$ cat config.mk
export PLATFORM = sky130hd
export DESIGN_NAME = my_core_retire_trace_buf
export DESIGN_NICKNAME = d
export VERILOG_FILES = /design/src/rtl/my_core_tracer_defines.sv /design/src/rtl/my_core_trace_fifo.sv /design/src/rtl/my_core_retire_trace_buf.sv
export SDC_FILE = /design/constraint.sdc
export NUM_CORES = 1
export LEC_CHECK = 0
export ABC_CLOCK_PERIOD_IN_PS = 18300
export BUFFER_PORTS_ARGS = -buffer_cell sky130_fd_sc_hd__buf_2
export CAP_MARGIN = 20
export CELL_PAD_IN_SITES_DETAIL_PLACEMENT = 1
export CELL_PAD_IN_SITES_GLOBAL_PLACEMENT = 1
export CORE_MARGIN = 4
export CORE_UTILIZATION = 35
export DETAILED_ROUTE_END_ITERATION = 16
export GPL_ROUTABILITY_DRIVEN = 0
export PLACE_DENSITY = 0.68
export SYNTH_ARGS = -nofsm -noshare
export SYNTH_HDL_FRONTEND = slang
export SYNTH_SLANG_ARGS = --single-unit
$ cat constraint.sdc
create_clock -name clk -period 18.3 [get_ports clk]
set_input_delay 3.66 -clock clk [delete_from_list [all_inputs] [get_ports clk]]
set_output_delay 3.66 -clock clk [all_outputs]
set_load 0.1 [all_outputs]
$ cat src/rtl/my_core_tracer_defines.sv
// Shared types for the retire trace path: instruction classes, trace record layout
// and the wildcard-based RV32I classifier.
package my_core_tracer_defines;

  typedef enum logic [3:0] {
    CLS_U, CLS_J, CLS_JALR, CLS_BRANCH, CLS_ALU_I, CLS_ALU_R,
    CLS_CSR, CLS_ECALL, CLS_MRET, CLS_WFI, CLS_OTHER
  } trace_cls_e;

  typedef enum logic {GAP_CLEAR, GAP_PENDING} gap_state_e;

  typedef struct packed {
    logic [31:0] cycle;
    logic [31:0] pc;
    logic [31:0] instr;
    logic [31:0] rd_wdata;
    logic [4:0]  rd_addr;
    logic        rd_we;
    trace_cls_e  cls;
    logic        gap;
  } trace_rec_t;

  localparam int TRACE_REC_W = $bits(trace_rec_t);

  // Priority order matters: the exact SYSTEM encodings must win over the CSR opcode.
  function automatic trace_cls_e classify(input logic [31:0] instr);
    trace_cls_e cls;
    if (instr ==? 32'h0000_0073) cls = CLS_ECALL;
    else if (instr ==? 32'h3020_0073) cls = CLS_MRET;
    else if (instr ==? 32'h1050_0073) cls = CLS_WFI;
    else if ((instr ==? 32'b???????_?????_?????_001_?????_1110011) ||
             (instr ==? 32'b???????_?????_?????_010_?????_1110011) ||
             (instr ==? 32'b???????_?????_?????_011_?????_1110011) ||
             (instr ==? 32'b???????_?????_?????_101_?????_1110011) ||
             (instr ==? 32'b???????_?????_?????_110_?????_1110011) ||
             (instr ==? 32'b???????_?????_?????_111_?????_1110011)) cls = CLS_CSR;
    else if ((instr ==? 32'b???????_?????_?????_???_?????_0110111) ||
             (instr ==? 32'b???????_?????_?????_???_?????_0010111)) cls = CLS_U;
    else if (instr ==? 32'b???????_?????_?????_???_?????_1101111) cls = CLS_J;
    else if (instr ==? 32'b???????_?????_?????_000_?????_1100111) cls = CLS_JALR;
    else if ((instr ==? 32'b???????_?????_?????_000_?????_1100011) ||
             (instr ==? 32'b???????_?????_?????_001_?????_1100011) ||
             (instr ==? 32'b???????_?????_?????_100_?????_1100011) ||
             (instr ==? 32'b???????_?????_?????_101_?????_1100011) ||
             (instr ==? 32'b???????_?????_?????_110_?????_1100011) ||
             (instr ==? 32'b???????_?????_?????_111_?????_1100011)) cls = CLS_BRANCH;
    else if ((instr ==? 32'b???????_?????_?????_000_?????_0010011) ||
             (instr ==? 32'b???????_?????_?????_010_?????_0010011) ||
             (instr ==? 32'b???????_?????_?????_011_?????_0010011) ||
             (instr ==? 32'b???????_?????_?????_100_?????_0010011) ||
             (instr ==? 32'b???????_?????_?????_110_?????_0010011) ||
             (instr ==? 32'b???????_?????_?????_111_?????_0010011) ||
             (instr ==? 32'b0000000_?????_?????_001_?????_0010011) ||
             (instr ==? 32'b0000000_?????_?????_101_?????_0010011) ||
             (instr ==? 32'b0100000_?????_?????_101_?????_0010011)) cls = CLS_ALU_I;
    else if ((instr ==? 32'b0000000_?????_?????_000_?????_0110011) ||
             (instr ==? 32'b0100000_?????_?????_000_?????_0110011) ||
             (instr ==? 32'b0000000_?????_?????_001_?????_0110011) ||
             (instr ==? 32'b0000000_?????_?????_010_?????_0110011) ||
             (instr ==? 32'b0000000_?????_?????_011_?????_0110011) ||
             (instr ==? 32'b0000000_?????_?????_100_?????_0110011) ||
             (instr ==? 32'b0000000_?????_?????_101_?????_0110011) ||
             (instr ==? 32'b0100000_?????_?????_101_?????_0110011) ||
             (instr ==? 32'b0000000_?????_?????_110_?????_0110011) ||
             (instr ==? 32'b0000000_?????_?????_111_?????_0110011)) cls = CLS_ALU_R;
    else cls = CLS_OTHER;
    return cls;
  endfunction

endpackage

$ cat src/rtl/my_core_trace_fifo.sv
// Generic synchronous FIFO with flush; 1-cycle first-word-through, push refused when full
// unless a pop happens in the same cycle.
module my_core_trace_fifo #(
  parameter int WIDTH = 8,
  parameter int DEPTH = 8
) (
  input  logic                     clk,
  input  logic                     rst_n,
  input  logic                     flush_i,
  input  logic                     push_i,
  input  logic [WIDTH-1:0]         push_dat_i,
  input  logic                     pop_i,
  output logic [WIDTH-1:0]         pop_dat_o,
  output logic                     full_o,
  output logic                     empty_o,
  output logic [$clog2(DEPTH):0]   count_o
);
  localparam int AW = $clog2(DEPTH);

  logic [AW:0]      wr_ptr_q, wr_ptr_d, rd_ptr_q, rd_ptr_d, count_q, count_d;
  logic [WIDTH-1:0] mem_q [DEPTH];
  logic [WIDTH-1:0] mem_d [DEPTH];
  logic             do_push, do_pop;

  assign empty_o   = (wr_ptr_q == rd_ptr_q);
  assign full_o    = (wr_ptr_q[AW] != rd_ptr_q[AW]) && (wr_ptr_q[AW-1:0] == rd_ptr_q[AW-1:0]);
  assign count_o   = count_q;
  // Drive zero when empty so the output is clean after reset/flush.
  assign pop_dat_o = empty_o ? '0 : mem_q[rd_ptr_q[AW-1:0]];

  always_comb begin
    do_pop   = pop_i & ~empty_o;
    do_push  = push_i & (~full_o | do_pop);
    wr_ptr_d = wr_ptr_q;
    rd_ptr_d = rd_ptr_q;
    count_d  = count_q;
    mem_d    = mem_q;
    if (flush_i) begin
      wr_ptr_d = '0;
      rd_ptr_d = '0;
      count_d  = '0;
    end else begin
      if (do_push) begin
        mem_d[wr_ptr_q[AW-1:0]] = push_dat_i;
        wr_ptr_d = wr_ptr_q + (AW+1)'(1);
      end
      if (do_pop) rd_ptr_d = rd_ptr_q + (AW+1)'(1);
      unique case ({do_push, do_pop})
        2'b10:   count_d = count_q + (AW+1)'(1);
        2'b01:   count_d = count_q - (AW+1)'(1);
        default: count_d = count_q;
      endcase
    end
  end

  always_ff @(posedge clk) begin
    if (!rst_n) begin
      wr_ptr_q <= '0;
      rd_ptr_q <= '0;
      count_q  <= '0;
    end else begin
      wr_ptr_q <= wr_ptr_d;
      rd_ptr_q <= rd_ptr_d;
      count_q  <= count_d;
    end
  end

  always_ff @(posedge clk) begin
    mem_q <= mem_d;
  end

endmodule

$ cat src/rtl/my_core_retire_trace_buf.sv
// Classifies and cycle-stamps retired instructions into a FIFO drained over valid/ready;
// 1-cycle first-word-through, records arriving at a full FIFO without a pop are counted as drops.
module my_core_retire_trace_buf
  import my_core_tracer_defines::*;
#(
  parameter int DEPTH      = 8,
  parameter int DROP_CNT_W = 16
) (
  input  logic                    clk,
  input  logic                    rst_n,
  input  logic                    trace_en_i,
  input  logic                    flush_i,
  input  logic                    ret_valid_i,
  input  logic [31:0]             ret_pc_i,
  input  logic [31:0]             ret_instr_i,
  input  logic                    ret_rd_we_i,
  input  logic [4:0]              ret_rd_addr_i,
  input  logic [31:0]             ret_rd_wdata_i,
  output logic                    trc_valid_o,
  input  logic                    trc_ready_i,
  output trace_rec_t              trc_rec_o,
  output logic [DROP_CNT_W-1:0]   drop_cnt_o,
  output logic                    overflow_o,
  output logic [$clog2(DEPTH):0]  fill_o
);
  logic [31:0]            cycle_q, cycle_d;
  logic [DROP_CNT_W-1:0]  drop_cnt_q, drop_cnt_d;
  logic                   overflow_q, overflow_d;
  gap_state_e             gap_q, gap_d;
  logic                   push, pop, drop, fifo_push, fifo_full, fifo_empty;
  trace_rec_t             rec_in;
  logic [TRACE_REC_W-1:0] fifo_dat;

  always_comb begin
    push      = ret_valid_i & trace_en_i & ~flush_i;
    pop       = ~fifo_empty & trc_ready_i;
    // A pop in the same cycle frees the slot, so only push-into-full-without-pop loses data.
    drop      = push & fifo_full & ~pop;
    fifo_push = push & ~drop;

    rec_in.cycle    = cycle_q;
    rec_in.pc       = ret_pc_i;
    rec_in.instr    = ret_instr_i;
    rec_in.rd_wdata = ret_rd_wdata_i;
    rec_in.rd_addr  = ret_rd_addr_i;
    rec_in.rd_we    = ret_rd_we_i;
    rec_in.cls      = classify(ret_instr_i);
    rec_in.gap      = (gap_q == GAP_PENDING);

    cycle_d    = cycle_q + 32'd1;
    drop_cnt_d = drop_cnt_q;
    overflow_d = overflow_q;
    if (flush_i) begin
      drop_cnt_d = '0;
      overflow_d = 1'b0;
    end else if (drop) begin
      overflow_d = 1'b1;
      if (~&drop_cnt_q) drop_cnt_d = drop_cnt_q + DROP_CNT_W'(1);
    end
  end

  always_comb begin
    gap_d = gap_q;
    unique case (gap_q)
      GAP_CLEAR:   if (drop) gap_d = GAP_PENDING;
      GAP_PENDING: if (flush_i || fifo_push) gap_d = GAP_CLEAR;
      default:     gap_d = GAP_CLEAR;
    endcase
  end

  always_ff @(posedge clk) begin
    if (!rst_n) begin
      cycle_q    <= '0;
      drop_cnt_q <= '0;
      overflow_q <= 1'b0;
      gap_q      <= GAP_CLEAR;
    end else begin
      cycle_q    <= cycle_d;
      drop_cnt_q <= drop_cnt_d;
      overflow_q <= overflow_d;
      gap_q      <= gap_d;
    end
  end

  my_core_trace_fifo #(
    .WIDTH (TRACE_REC_W),
    .DEPTH (DEPTH)
  ) u_fifo (
    .clk        (clk),
    .rst_n      (rst_n),
    .flush_i    (flush_i),
    .push_i     (fifo_push),
    .push_dat_i (rec_in),
    .pop_i      (pop),
    .pop_dat_o  (fifo_dat),
    .full_o     (fifo_full),
    .empty_o    (fifo_empty),
    .count_o    (fill_o)
  );

  assign trc_valid_o = ~fifo_empty;
  assign trc_rec_o   = trace_rec_t'(fifo_dat);
  assign drop_cnt_o  = drop_cnt_q;
  assign overflow_o  = overflow_q;

endmodule

* Word-level counts from Yosys, hierarchy flattened
Cells that the tools add are included.
** Word-level totals
- Output and inout port bits :: 161
- Bits in registers :: 1174
- Logic and storage cells :: 143
** Operators by class
- Equality and inequality tests :: 43
- Reduce and logical (&&, ||, !) cells :: 36
- Add/sub/neg operators :: 6
- Bitwise gates (word level) :: 19
- Muxes and demuxes :: 21
- $lt $le $gt $ge :: 3
** Operators by type and width (number)
- bitwise mux 1112 bit :: 1
- two-way mux 139 bit :: 4
- binary-select mux 139 bit (select 3 bit) :: 1
- demux 139 bit (select 3 bit) :: 1
- == test 10 bit, second input constant :: 10
- == test 17 x 10 -> 1 bit, second input constant :: 5
- == test 17 x 16 -> 1 bit, second input constant :: 3
- == test 10 x 9 -> 1 bit, second input constant :: 4
- two-way mux 4 bit :: 10
- == test 17 x 8 -> 1 bit, second input constant :: 2
- == test 17 x 9 -> 1 bit, second input constant :: 2
- adder 32 x 1 -> 32 bit, second input constant :: 1
- == test 32 x 29 -> 1 bit, second input constant :: 1
- == test 32 x 30 -> 1 bit, second input constant :: 1
- == test 32 x 7 -> 1 bit, second input constant :: 1
- logical OR 1 bit :: 29
- == test 10 x 7 -> 1 bit, second input constant :: 2
- == test 10 x 8 -> 1 bit, second input constant :: 2
- == test 17 x 6 -> 1 bit, second input constant :: 1
- adder 16 x 1 -> 16 bit, second input constant :: 1
- AND reduction 16 bit :: 1
- adder 4 x 1 -> 4 bit, second input constant :: 3
- == test 10 x 5 -> 1 bit, second input constant :: 1
- AND 1 bit :: 8
- other kinds (21) :: 33

* Depth between registers and ports, before layout
Gate-level depths: netlist of run 1.
- Depth after elaboration :: 21
- Depth in mapped cells :: 12

* Hierarchy
A second synthesis of run 1 with hierarchy kept.
** Second synthesis, totals
- Cell total of the unflattened synthesis :: 2173
- Area total of the unflattened synthesis :: 45646.3 µm²
** By module, submodules not included
- my_core_trace_fifo :: area each 43030.0 µm², instances 1, cells each 1854, seq. area each 33632.3 µm²
- my_core_retire_trace_buf :: area each 2616.3 µm², instances 1, cells each 319, seq. area each 1001.0 µm²

* Worst setup path after synthesis of run 1
OpenSTA, ideal clock, no wires.
- Path type :: in2reg
- Start point :: in flush_i
- End point :: reg u_fifo.mem_q[417] (netlist name), enable pin
- Path buffers :: 0
- Stages :: 4
- Arrival time :: 18430 ps
- Path slack :: -1154 ps
- Path through :: nand3b_1 a21oi_1 inv_2 nor4b_1
** On the way
- Cells in the longest elaborated chain, start to end :: 8
** Ends and longest elaborated chain
- from (decl) :: RTL line my_core_retire_trace_buf.sv:12 : input logic flush_i,
- inverter 1 bit (no source line) *
- AND 1 bit :: RTL line my_core_retire_trace_buf.sv:35 : push = ret_valid_i & trace_en_i & ~flush_i;
- AND 1 bit (2 in series) :: RTL line my_core_retire_trace_buf.sv:38 : drop = push & fifo_full & ~pop;
- inverter 1 bit :: RTL line my_core_retire_trace_buf.sv:39 : fifo_push = push & ~drop;
- AND 1 bit :: RTL line my_core_retire_trace_buf.sv:39
- AND 1 bit :: RTL line my_core_trace_fifo.sv:33 : do_push = push_i & (~full_o | do_pop);
- AND reduction 2 bit (no source line) *
- to (signal assigned) :: RTL line my_core_trace_fifo.sv:69 : mem_q <= mem_d;
- to (decl) :: RTL line my_core_trace_fifo.sv:21 : logic [WIDTH-1:0] mem_q [DEPTH];
Every way passes the cells marked *; elsewhere a longest branch is shown, timed or not.
A chain may end at the register's enable or synchronous reset.

==> results of run 1 <==
## stage by stage
step	utilization [%]	instance area [µm²]	setup WS, ns	std cells
floorplan	-	45300	-1.15	2160
global placement	38.1	48700	9.71	4085
detailed placement	38.1	48700	9.64	4085
CTS	41.2	52800	8.76	4313
global route	41.2	52800	8.43	4320
finish	41.3	52800	9.08	4327
## layer usage
layer  share of wire (%)  global-route usage, %
met1                  43                   21.5
met4                 2.1                   5.01
met2                  50                   27.0
met3                 5.4                   3.73
met5               0.012                      0
## power by group through the flow
stage / registers (mW) / logic [mW] / clock network (mW)
final: 2.94 / 0.141 / 2.48
after global routing: 2.94 / 0.151 / 2.68
after CTS: 2.94 / 0.143 / 2.55
after detailed placement: 3.00 / 0.142 / 0
after global placement: 3.00 / 0.136 / 0
after floorplan: 3.01 / 0.0818 / 0
## sequential cells by signal (all words and copies together) (netlist names)
name	flops
u_fifo.wr_ptr_q	4
drop_cnt_o	16
u_fifo.rd_ptr_q	4
overflow_o	1
cycle_q	32
u_fifo.count_o	4
u_fifo.mem_q	1112
gap_q	1
## layout make-up
cell class / count / area [µm²] / area share (%)
repair buffers: 305 / 1710 / 3.23
inverters: 10 / 37.5 / 0.0711
multi-input cells: 868 / 10200 / 19.3
flip-flops and latches: 1174 / 34600 / 65.6
well taps: 1729 / 2160 / 4.10
clock buffers: 166 / 3520 / 6.67
clock inverters: 62 / 527 / 0.997
diodes: 13 / 32.5 / 0.0616
## worst max-delay path by stage
stage | end | from | depth (start not counted) | slack (ns)
global route | trc_rec_o[96] | u_fifo.rd_ptr_q[0]$_SDFFE_PP0P_ | 7 | 8.43
finish | trc_rec_o[96] | u_fifo.rd_ptr_q[0]$_SDFFE_PP0P_ | 7 | 9.08
floorplan | u_fifo.mem_q[417]$_DFFE_PP_ | flush_i | 4 | -1.15
CTS | trc_rec_o[96] | u_fifo.rd_ptr_q[0]$_SDFFE_PP0P_ | 7 | 8.76
detailed placement | trc_rec_o[108] | u_fifo.rd_ptr_q[0]$_SDFFE_PP0P_ | 7 | 9.64
global placement | trc_rec_o[107] | u_fifo.rd_ptr_q[0]$_SDFFE_PP0P_ | 7 | 9.71
## logic make-up after synthesis
family	Yosys count
AOI/OAI and AO/OA	62
xor gates and xnor gates	40
adders and majority gates	8
buffers and inverters	118
DFF	1174
muxes	418
and+or+nand+nor	340
## worst max-delay path, delay by kind of cell, from the launching register on
family | cells | cell delay, ns
buf+inv | 4 | 2.79
simple gates | 1 | 0.07
flops | 1 | 0.93
mux | 2 | 0.88
## layout by cell type (no fill, tap or decap), drive strengths merged, types with 4 or more instances in the layout
cell type / instances
nand2: 24
mux4: 278
clkinv: 46
or3: 16
nand3: 27
and2: 5
and3: 12
mux2i: 140
a21oi: 26
clkbuf: 166
nor2: 187
edfxtp: 1112
nor3b: 4
ha: 7
and4: 9
nor3: 12
nor4: 5
diode: 13
bufinv: 5
inv: 18
nand4: 18
buf: 305
o21ai: 24
dfxtp: 62
xor2: 27
xnor2: 13
or4: 5
==> impl_results.md, run 1 <==
* Ys async rst share at 0%
* Via Count at 22,100
* Fin Clk Skew at 0.0243 ns
* Setup total negative slack at 0 ns
* Largest net degree at the start of global routing at 100
* Die height at 368 µm
* Crit path launch type: flop
* CP max stage cell: dfxtp_4
* Avg Inst Size Synth at 21.0 µm²
* Synth cell count leaders: edfxtp_1, mux4_2, nor2_1, mux2i_1, dfxtp_1
* Antenna-violating nets left at 0
* RR Endpoint: u_fifo.mem_q[196]$_DFFE_PP_
* Drt wl/cell at 25.3 µm
* Switching Share at 20.7%
* Post-Synth XOR/XNOR Area at 0.790%
* Adder-cell share of the synthesized area at 0.238%
* Post-CTS repair timing setup buffer count at 0
* Max-cap violations at 0
* Critical Path End Type: output pin
* Post-synth EDFFs at 1,112
* Leakage at 16.6 nW
* Smallest hold slack at 0.495 ns
* Antenna violations before repair at 14
* Area growth syn-to-layout at 16.6%
* Worst endpoint required time at 14.64 ns
* DP HPWL at 59,900 µm
* Crit-path cells: buf_12 > buf_4 > buf_4 > mux4_2 > mux2i_1 > nor2_1 > buf_2
* Post-synthesis simple-gate area fraction at 3.65%
* Compound-Gate Fraction of Synth Area at 0.752%
* Hold endpoint: overflow_o$_SDFFE_PP0P_
* FF+latch count, synth at 1,174
* Critical path arrival at 5.56 ns
* Slew @ Worst Pin at 1.11 ns
* H-Tree Depth at 4
* Final Total Pwr at 5.56 mW
* Total CTS buffers at 130
* Hold Path Stages at 1
* R2R cell count at 8
* Combinational power share at 2.5%
* Die X at 368 µm
* Synth top area share at 73.7%
* Clk buf depth at 3
* Slew HR at 25.7%
* R2R Setup Slk at 13.10 ns
* NetSw at 1.15 mW
* Top-Level Pins at 269
* Clock Sinks at 1,174
* Vias per cell at 5.11
* Root buf cell: clkbuf_16
* Mapped Cells at 2,160
* Netlist cell types at 52
* Die area at 135,000 µm²
* Cell row count at 131
* Final period utilization at 50.4%
* Flop pwr share at 52.9%
* RSZ-0062 raised after global routing: no
* Fin nets at 2,605
* TritonCTS clock tree: done
* DRT Pass-1 Iters at 5
* Min-delay src: overflow_o$_SDFFE_PP0P_
* WS Path Type: reg2out
* Port bufs at 268
* Clk pin slew, worst setup/hold paths at 0.06 ns
* Area leader, netlist: edfxtp_1
* VDD IR max at 0.000106 V
* Worst path most repeated cell: buf_4
* CP Max Fanout at 99
* Post-synthesis sequential area ratio at 76.5%
* Post-Syn Area at 45,300 µm²
* Gr ovfl total at 0
* Main combinational cell family by area after synthesis: multiplexers
* Final Hold Vio Count at 0
* Synth area leaders: edfxtp_1, mux4_2, mux2i_1
* Critical Path Max Stage Delay at 0.93 ns
* Syn_nets at 2,276
* Fill cells at 12,200
* Max Freq at 108 MHz
* Worst reg2reg path startpoint: u_fifo.rd_ptr_q[0]$_SDFFE_PP0P_
* Vias in the first global route at 24,500
* Fin crit period at 9.22 ns
* DR DRC count at 0
* First-pass GRT wire length at 164,000 µm
* Drt initial violations at 1,650
* Final setup viols at 0
* Worst skew pair latency at 0.75 ns
* Starting density of the core at 35.4%
* Share of cells above drive strength 1 at 30.6%
* Core Box Area at 128,000 µm²
* WL final at 109,000 µm
* HP Class: reg2reg
* Cell with the most instances after synthesis: edfxtp_1
* GRT Total Usage at 16.3%
* Post-cts sizing count at 0
* Mux contribution to synthesized area at 16.9%
* Post-CTS Hold Fix Bufs at 0
* Pint at 4.41 mW
* Synthesis Warnings at 0
* Outcome: complete, no violations
* Power per cell area at 105 nW/µm²
* Clock share of power at 44.5%
* Slew Limit Fails at 0
* Most common flop cell mapped by yosys: edfxtp_1
Power figures use the tool's default switching activity.
==> inputs of run 2 (changes only) <==
Settings changed: ABC_CLOCK_PERIOD_IN_PS 18300 to 8600, PLACE_DENSITY 0.68 to 0.66.
Clock period 18.3 ns to 8.6 ns, I/O delays scaled along.
==> impl_results.md, run 2 (same netlist as run 1, synthesis figures left out) <==
* Area growth syn-to-layout at 17.0%
* Critical Path End Type: output pin
* DP HPWL at 58,700 µm
* Via Count at 21,900
* Setup total negative slack at 0 ns
* Antenna-violating nets left at 0
* Smallest hold slack at 0.470 ns
* Fin worst setup slack at 2.80 ns
* DR DRC count at 0
* Top-Level Pins at 269
* Placed Instances at 4,085
* Largest net degree at the start of global routing at 104
* Max FFs per register at 1,112
* Fill cells at 12,200
* Area of the multi-input gates at 10,200 µm²
* H-Tree Depth at 4
* WS Path Type: reg2out
* Post-CTS repair timing setup buffer count at 0
* Cell row count at 131
* Sequential cell area at 34,600 µm²
* Root buf cell: clkbuf_16
* Clk buf depth at 3
* Slew HR at 27.4%
* Fin nets at 2,605
* Fin crit period at 5.80 ns
* VDD IR max at 0.000200 V
* GRT Total Usage at 15.9%
* Fin area at 53,000 µm²
* TritonCTS clock tree: done
* Largest register by flop count: u_fifo.mem_q
* Power per cell area at 226 nW/µm²
* CP Max Fanout at 69
* WL final at 108,000 µm
* Share of cells above drive strength 1 at 30.4%
* Total CTS buffers at 131
* Max-cap violations at 0
* Final period utilization at 67.5%
* Final Hold Vio Count at 0
* Gr ovfl total at 0
* Die height at 368 µm
* Drt initial violations at 1,546
* Leading cell type in the layout, fill and taps excluded: edfxtp_1
* Non-Filler Instances at 4,327
* Fin Clk Skew at 0.0247 ns
* Post-CTS Hold Fix Bufs at 0
* Post-Place Worst Slack at 3.43 ns
* Max Freq at 172 MHz
* Antenna violations before repair at 18
* Vias per cell at 5.07
* Final setup viols at 0
* Slew Limit Fails at 0
* RSZ-0062 raised after global routing: no
* Worst skew pair latency at 0.76 ns
* Most frequent cells in the layout: edfxtp_1, mux4_2, buf_2, nor2_1, mux2i_1
* Die area at 135,000 µm²
* Dpl cell area at 48,800 µm²
* First-pass GRT wire length at 161,000 µm
* Post-cts sizing count at 0
* Starting density of the core at 35.4%
* Vias in the first global route at 24,300
* Worst endpoint required time at 6.88 ns
* Core Box Area at 128,000 µm²
* Die X at 368 µm
* Clock Sinks at 1,174
* DRT Pass-1 Iters at 5
* Clk pin slew, worst setup/hold paths at 0.06 ns
* Drt wl/cell at 24.9 µm
* Slew @ Worst Pin at 1.09 ns
* Leakage at 16.6 nW
* Port bufs at 268
* Critical path arrival at 4.08 ns
* Crit path launch type: flop
* HP Class: reg2reg
* Outcome: complete, no violations
[run 2: cell types whose count changed in the layout (fill, tap and decap cells not counted), sizes merged]
cell	delta
bufinv	+4
diode	-9
clkinvlp	+3
inv	-2
clkbuf	-2
buf	-1
clkinv	+7
[run 2: per-layer routing]
metal	global-route usage [%]	wire length, µm
met4	4.16	2060
met1	20.8	46400
met5	0	83
met3	3.86	5240
met2	26.7	53800
[run 2: worst max-delay path: stages, from the launching register on]
cell,delay (ns)
dfxtp_4,1.03
buf_4,0.92
mux4_2,0.42
mux2i_1,0.49
nor2_1,0.10
buf_2,0.33
[run 2: path summary, 6_finish.rpt]
| kind | from | to | slack, ns | cells after the start |
|---|---|---|---|---|
| setup / recovery | u_fifo.rd_ptr_q[1]$_SDFFE_PP0P_ | trc_rec_o[134] | 2.80 | 5 |
| hold / removal | overflow_o$_SDFFE_PP0P_ | overflow_o$_SDFFE_PP0P_ | 0.47 | 1 |
| setup reg to reg | u_fifo.rd_ptr_q[0]$_SDFFE_PP0P_ | u_fifo.mem_q[398]$_DFFE_PP_ | 4.25 | 7 |
| hold reg to reg | overflow_o$_SDFFE_PP0P_ | overflow_o$_SDFFE_PP0P_ | 0.47 | 1 |
[run 2: metrics by stage]
step | power [mW] | utilization [%]
2_1_floorplan | 6.56 | -
3_3_place_gp | 6.67 | 38.1
3_5_place_dp | 6.69 | 38.1
4_1_cts | 12.2 | 41.4
5_1_grt | 12.5 | 41.4
6_report | 12.0 | 41.4
[run 2: cell type report]
| type | count | area share [%] |
|---|---|---|
| repair buffers | 304 | 3.25 |
| well taps | 1729 | 4.08 |
| clock inverters | 74 | 1.27 |
| clock buffers | 164 | 6.66 |
| inverters | 10 | 0.0708 |
| multi-input cells | 868 | 19.3 |
| flip-flops and latches | 1174 | 65.4 |
| diodes | 4 | 0.0189 |
[run 2: power by group]
part / switching (mW) / leakage, nW / internal (mW)
Sequential: 0.0104 / 10.6 / 6.25
Combinational: 0.226 / 3.97 / 0.0723
Clock: 2.24 / 2.04 / 3.19
Total: 2.47 / 16.6 / 9.52
==> inputs of run 3 (changes only) <==
Settings changed: ABC_CLOCK_PERIOD_IN_PS 8600 to 5500.
Clock period 8.6 ns to 5.5 ns, I/O delays scaled along.
==> impl_results.md, run 3 (same netlist as run 1, synthesis figures left out) <==
* Top Family by Delay on Critical Path: buffers and inverters
* Final period utilization at 85.0%
* Drt wl/cell at 25.0 µm
* Via Count at 22,300
* Met3 WL at 5410 µm
* Worst skew pair latency at 0.75 ns
* Smallest hold slack at 0.538 ns
* Top-Level Pins at 269
* Final Total Pwr at 19.1 mW
* R2R Setup Slk at 2.03 ns
* Area of the multi-input gates at 10,200 µm²
* Flop pwr share at 51.3%
* WL final at 108,000 µm
* Port bufs at 268
* Critical Path Max Stage Delay at 0.82 ns
* WL met1 at 46,400 µm
* Fill cells at 12,100
* Final setup viols at 0
* Root buf cell: clkbuf_16
* RSZ-0062 raised after global routing: no
* Pint at 15.2 mW
* Clk buf depth at 3
* CP bufs+invs at 2
* NetSw at 3.94 mW
* Largest net degree at the start of global routing at 104
* Worst path depth at 5
* Slew Limit Fails at 0
* DRT Pass-1 Iters at 5
* Antenna-violating nets left at 0
* Post-CTS Hold Fix Bufs at 0
* Leading cell type in the layout, fill and taps excluded: edfxtp_1
* Clock share of power at 46.2%
* Crit-path cells: buf_4 > mux4_2 > mux2i_1 > nor2_1 > buf_2
* Die area at 135,000 µm²
* Worst setup path endpoint: trc_rec_o[89]
* TritonCTS clock tree: done
* Slew HR at 32.9%
* Antenna violations before repair at 13
* First-pass GRT wire length at 162,000 µm
* Clock Sinks at 1,174
* Power per cell area at 358 nW/µm²
* VDD IR max at 0.000288 V
* Worst endpoint required time at 4.40 ns
* Critical path arrival at 3.58 ns
* HP Class: reg2reg
* Core Box Area at 128,000 µm²
* RR Endpoint: u_fifo.count_o[3]$_SDFFE_PP0P_
* Vias per cell at 5.14
* GRT Total Usage at 16.1%
* Critical Path End Type: output pin
* Largest register by flop count: u_fifo.mem_q
* WS Path Type: reg2out
* Crit path launch type: flop
* Share of cells above drive strength 1 at 30.9%
* Post-cts sizing count at 0
* Worst setup path startpoint: u_fifo.rd_ptr_q[1]$_SDFFE_PP0P_
* R2R cell count at 10
* Met2 wire length at 54,100 µm
* Switching Share at 20.6%
* H-Tree Depth at 4
* CP Max Fanout at 60
* Most frequent cells in the layout: edfxtp_1, mux4_2, buf_2, nor2_1, mux2i_1
* Total CTS buffers at 132
* Gr ovfl total at 0
* Slew @ Worst Pin at 1.01 ns
* Worst reg2reg path startpoint: u_fifo.rd_ptr_q[2]$_SDFFE_PP0P_
* Max FFs per register at 1,112
* Sequential cell area at 34,600 µm²
* Die X at 368 µm
* Post-CTS repair timing setup buffer count at 0
* Area growth syn-to-layout at 17.9%
* Drt initial violations at 1,714
* Combinational power share at 2.5%
* Fin Clk Skew at 0.0346 ns
* Vias in the first global route at 24,300
* Max Freq at 214 MHz
* Fin nets at 2,616
* Die height at 368 µm
* Fin crit period at 4.68 ns
* Max layer used: met5
* Final Hold Vio Count at 0
* Max-cap violations at 0
* DR DRC count at 0
* Cell row count at 131
* Leakage at 16.8 nW
* DP HPWL at 60,100 µm
* Clk pin slew, worst setup/hold paths at 0.06 ns
* Starting density of the core at 35.4%
* Outcome: complete, no violations
* CP max stage cell: buf_4
==> run 3: worst min-delay path, stage by stage, from the launching register on <==
cell and delay (ns):
dfxtp_1 0.35, o21ai_0 0.08, a21oi_1 0.06
==> run 3: power groups by stage <==
stage | Sequential (mW) | Combinational (mW) | Clock, mW
2_1_floorplan | 9.99 | 0.274 | 0
3_3_place_gp | 9.98 | 0.456 | 0
3_5_place_dp | 9.98 | 0.477 | 0
4_1_cts | 9.80 | 0.479 | 9.08
5_1_grt | 9.79 | 0.507 | 9.49
6_report | 9.80 | 0.470 | 8.83
==> run 3: stage by stage <==
| stage | cells | utilization [%] | TNS (ns) | worst slack (ns) | area, µm² |
|---|---|---|---|---|---|
| 2_1_floorplan | 2160 | - | -534.22 | -1.10 | 45400 |
| 3_3_place_gp | 4094 | 38.3 | 0 | 1.59 | 49000 |
| 3_5_place_dp | 4095 | 38.3 | 0 | 1.53 | 49000 |
| 4_1_cts | 4328 | 41.7 | 0 | 0.702 | 53400 |
| 5_1_grt | 4330 | 41.7 | 0 | 0.626 | 53400 |
| 6_report | 4335 | 41.7 | 0 | 0.825 | 53400 |
==> run 3: worst min path at each step <==
stage                                                from                               to  cells past startpoint
after floorplan           u_fifo.rd_ptr_q[3]$_SDFFE_PP0P_  u_fifo.rd_ptr_q[3]$_SDFFE_PP0P_                      2
after global placement    u_fifo.rd_ptr_q[3]$_SDFFE_PP0P_  u_fifo.rd_ptr_q[3]$_SDFFE_PP0P_                      2
after detailed placement       drop_cnt_o[1]$_SDFFE_PP0P_       drop_cnt_o[1]$_SDFFE_PP0P_                      2
after CTS                                    ret_pc_i[30]      u_fifo.mem_q[105]$_DFFE_PP_                      1
after global routing          drop_cnt_o[15]$_SDFFE_PP0P_      drop_cnt_o[15]$_SDFFE_PP0P_                      2
final                         drop_cnt_o[15]$_SDFFE_PP0P_      drop_cnt_o[15]$_SDFFE_PP0P_                      2
==> run 3: area by class of cell <==
| cell class | instances | area share (%) |
|---|---|---|
| inverters | 10 | 0.0703 |
| clock buffers | 173 | 6.59 |
| clock inverters | 60 | 1.57 |
| flip-flops and latches | 1174 | 64.9 |
| well taps | 1729 | 4.05 |
| repair buffers | 314 | 3.64 |
| diodes | 7 | 0.0328 |
| multi-input cells | 868 | 19.2 |
==> run 3: routing by layer <==
| layer | GRT usage [%] | vias up |
|---|---|---|
| li1 | - | 9563 |
| met1 | 21.6 | 12000 |
| met2 | 26.5 | 570 |
| met3 | 3.23 | 179 |
| met4 | 4.86 | 8 |
| met5 | 0 | - |
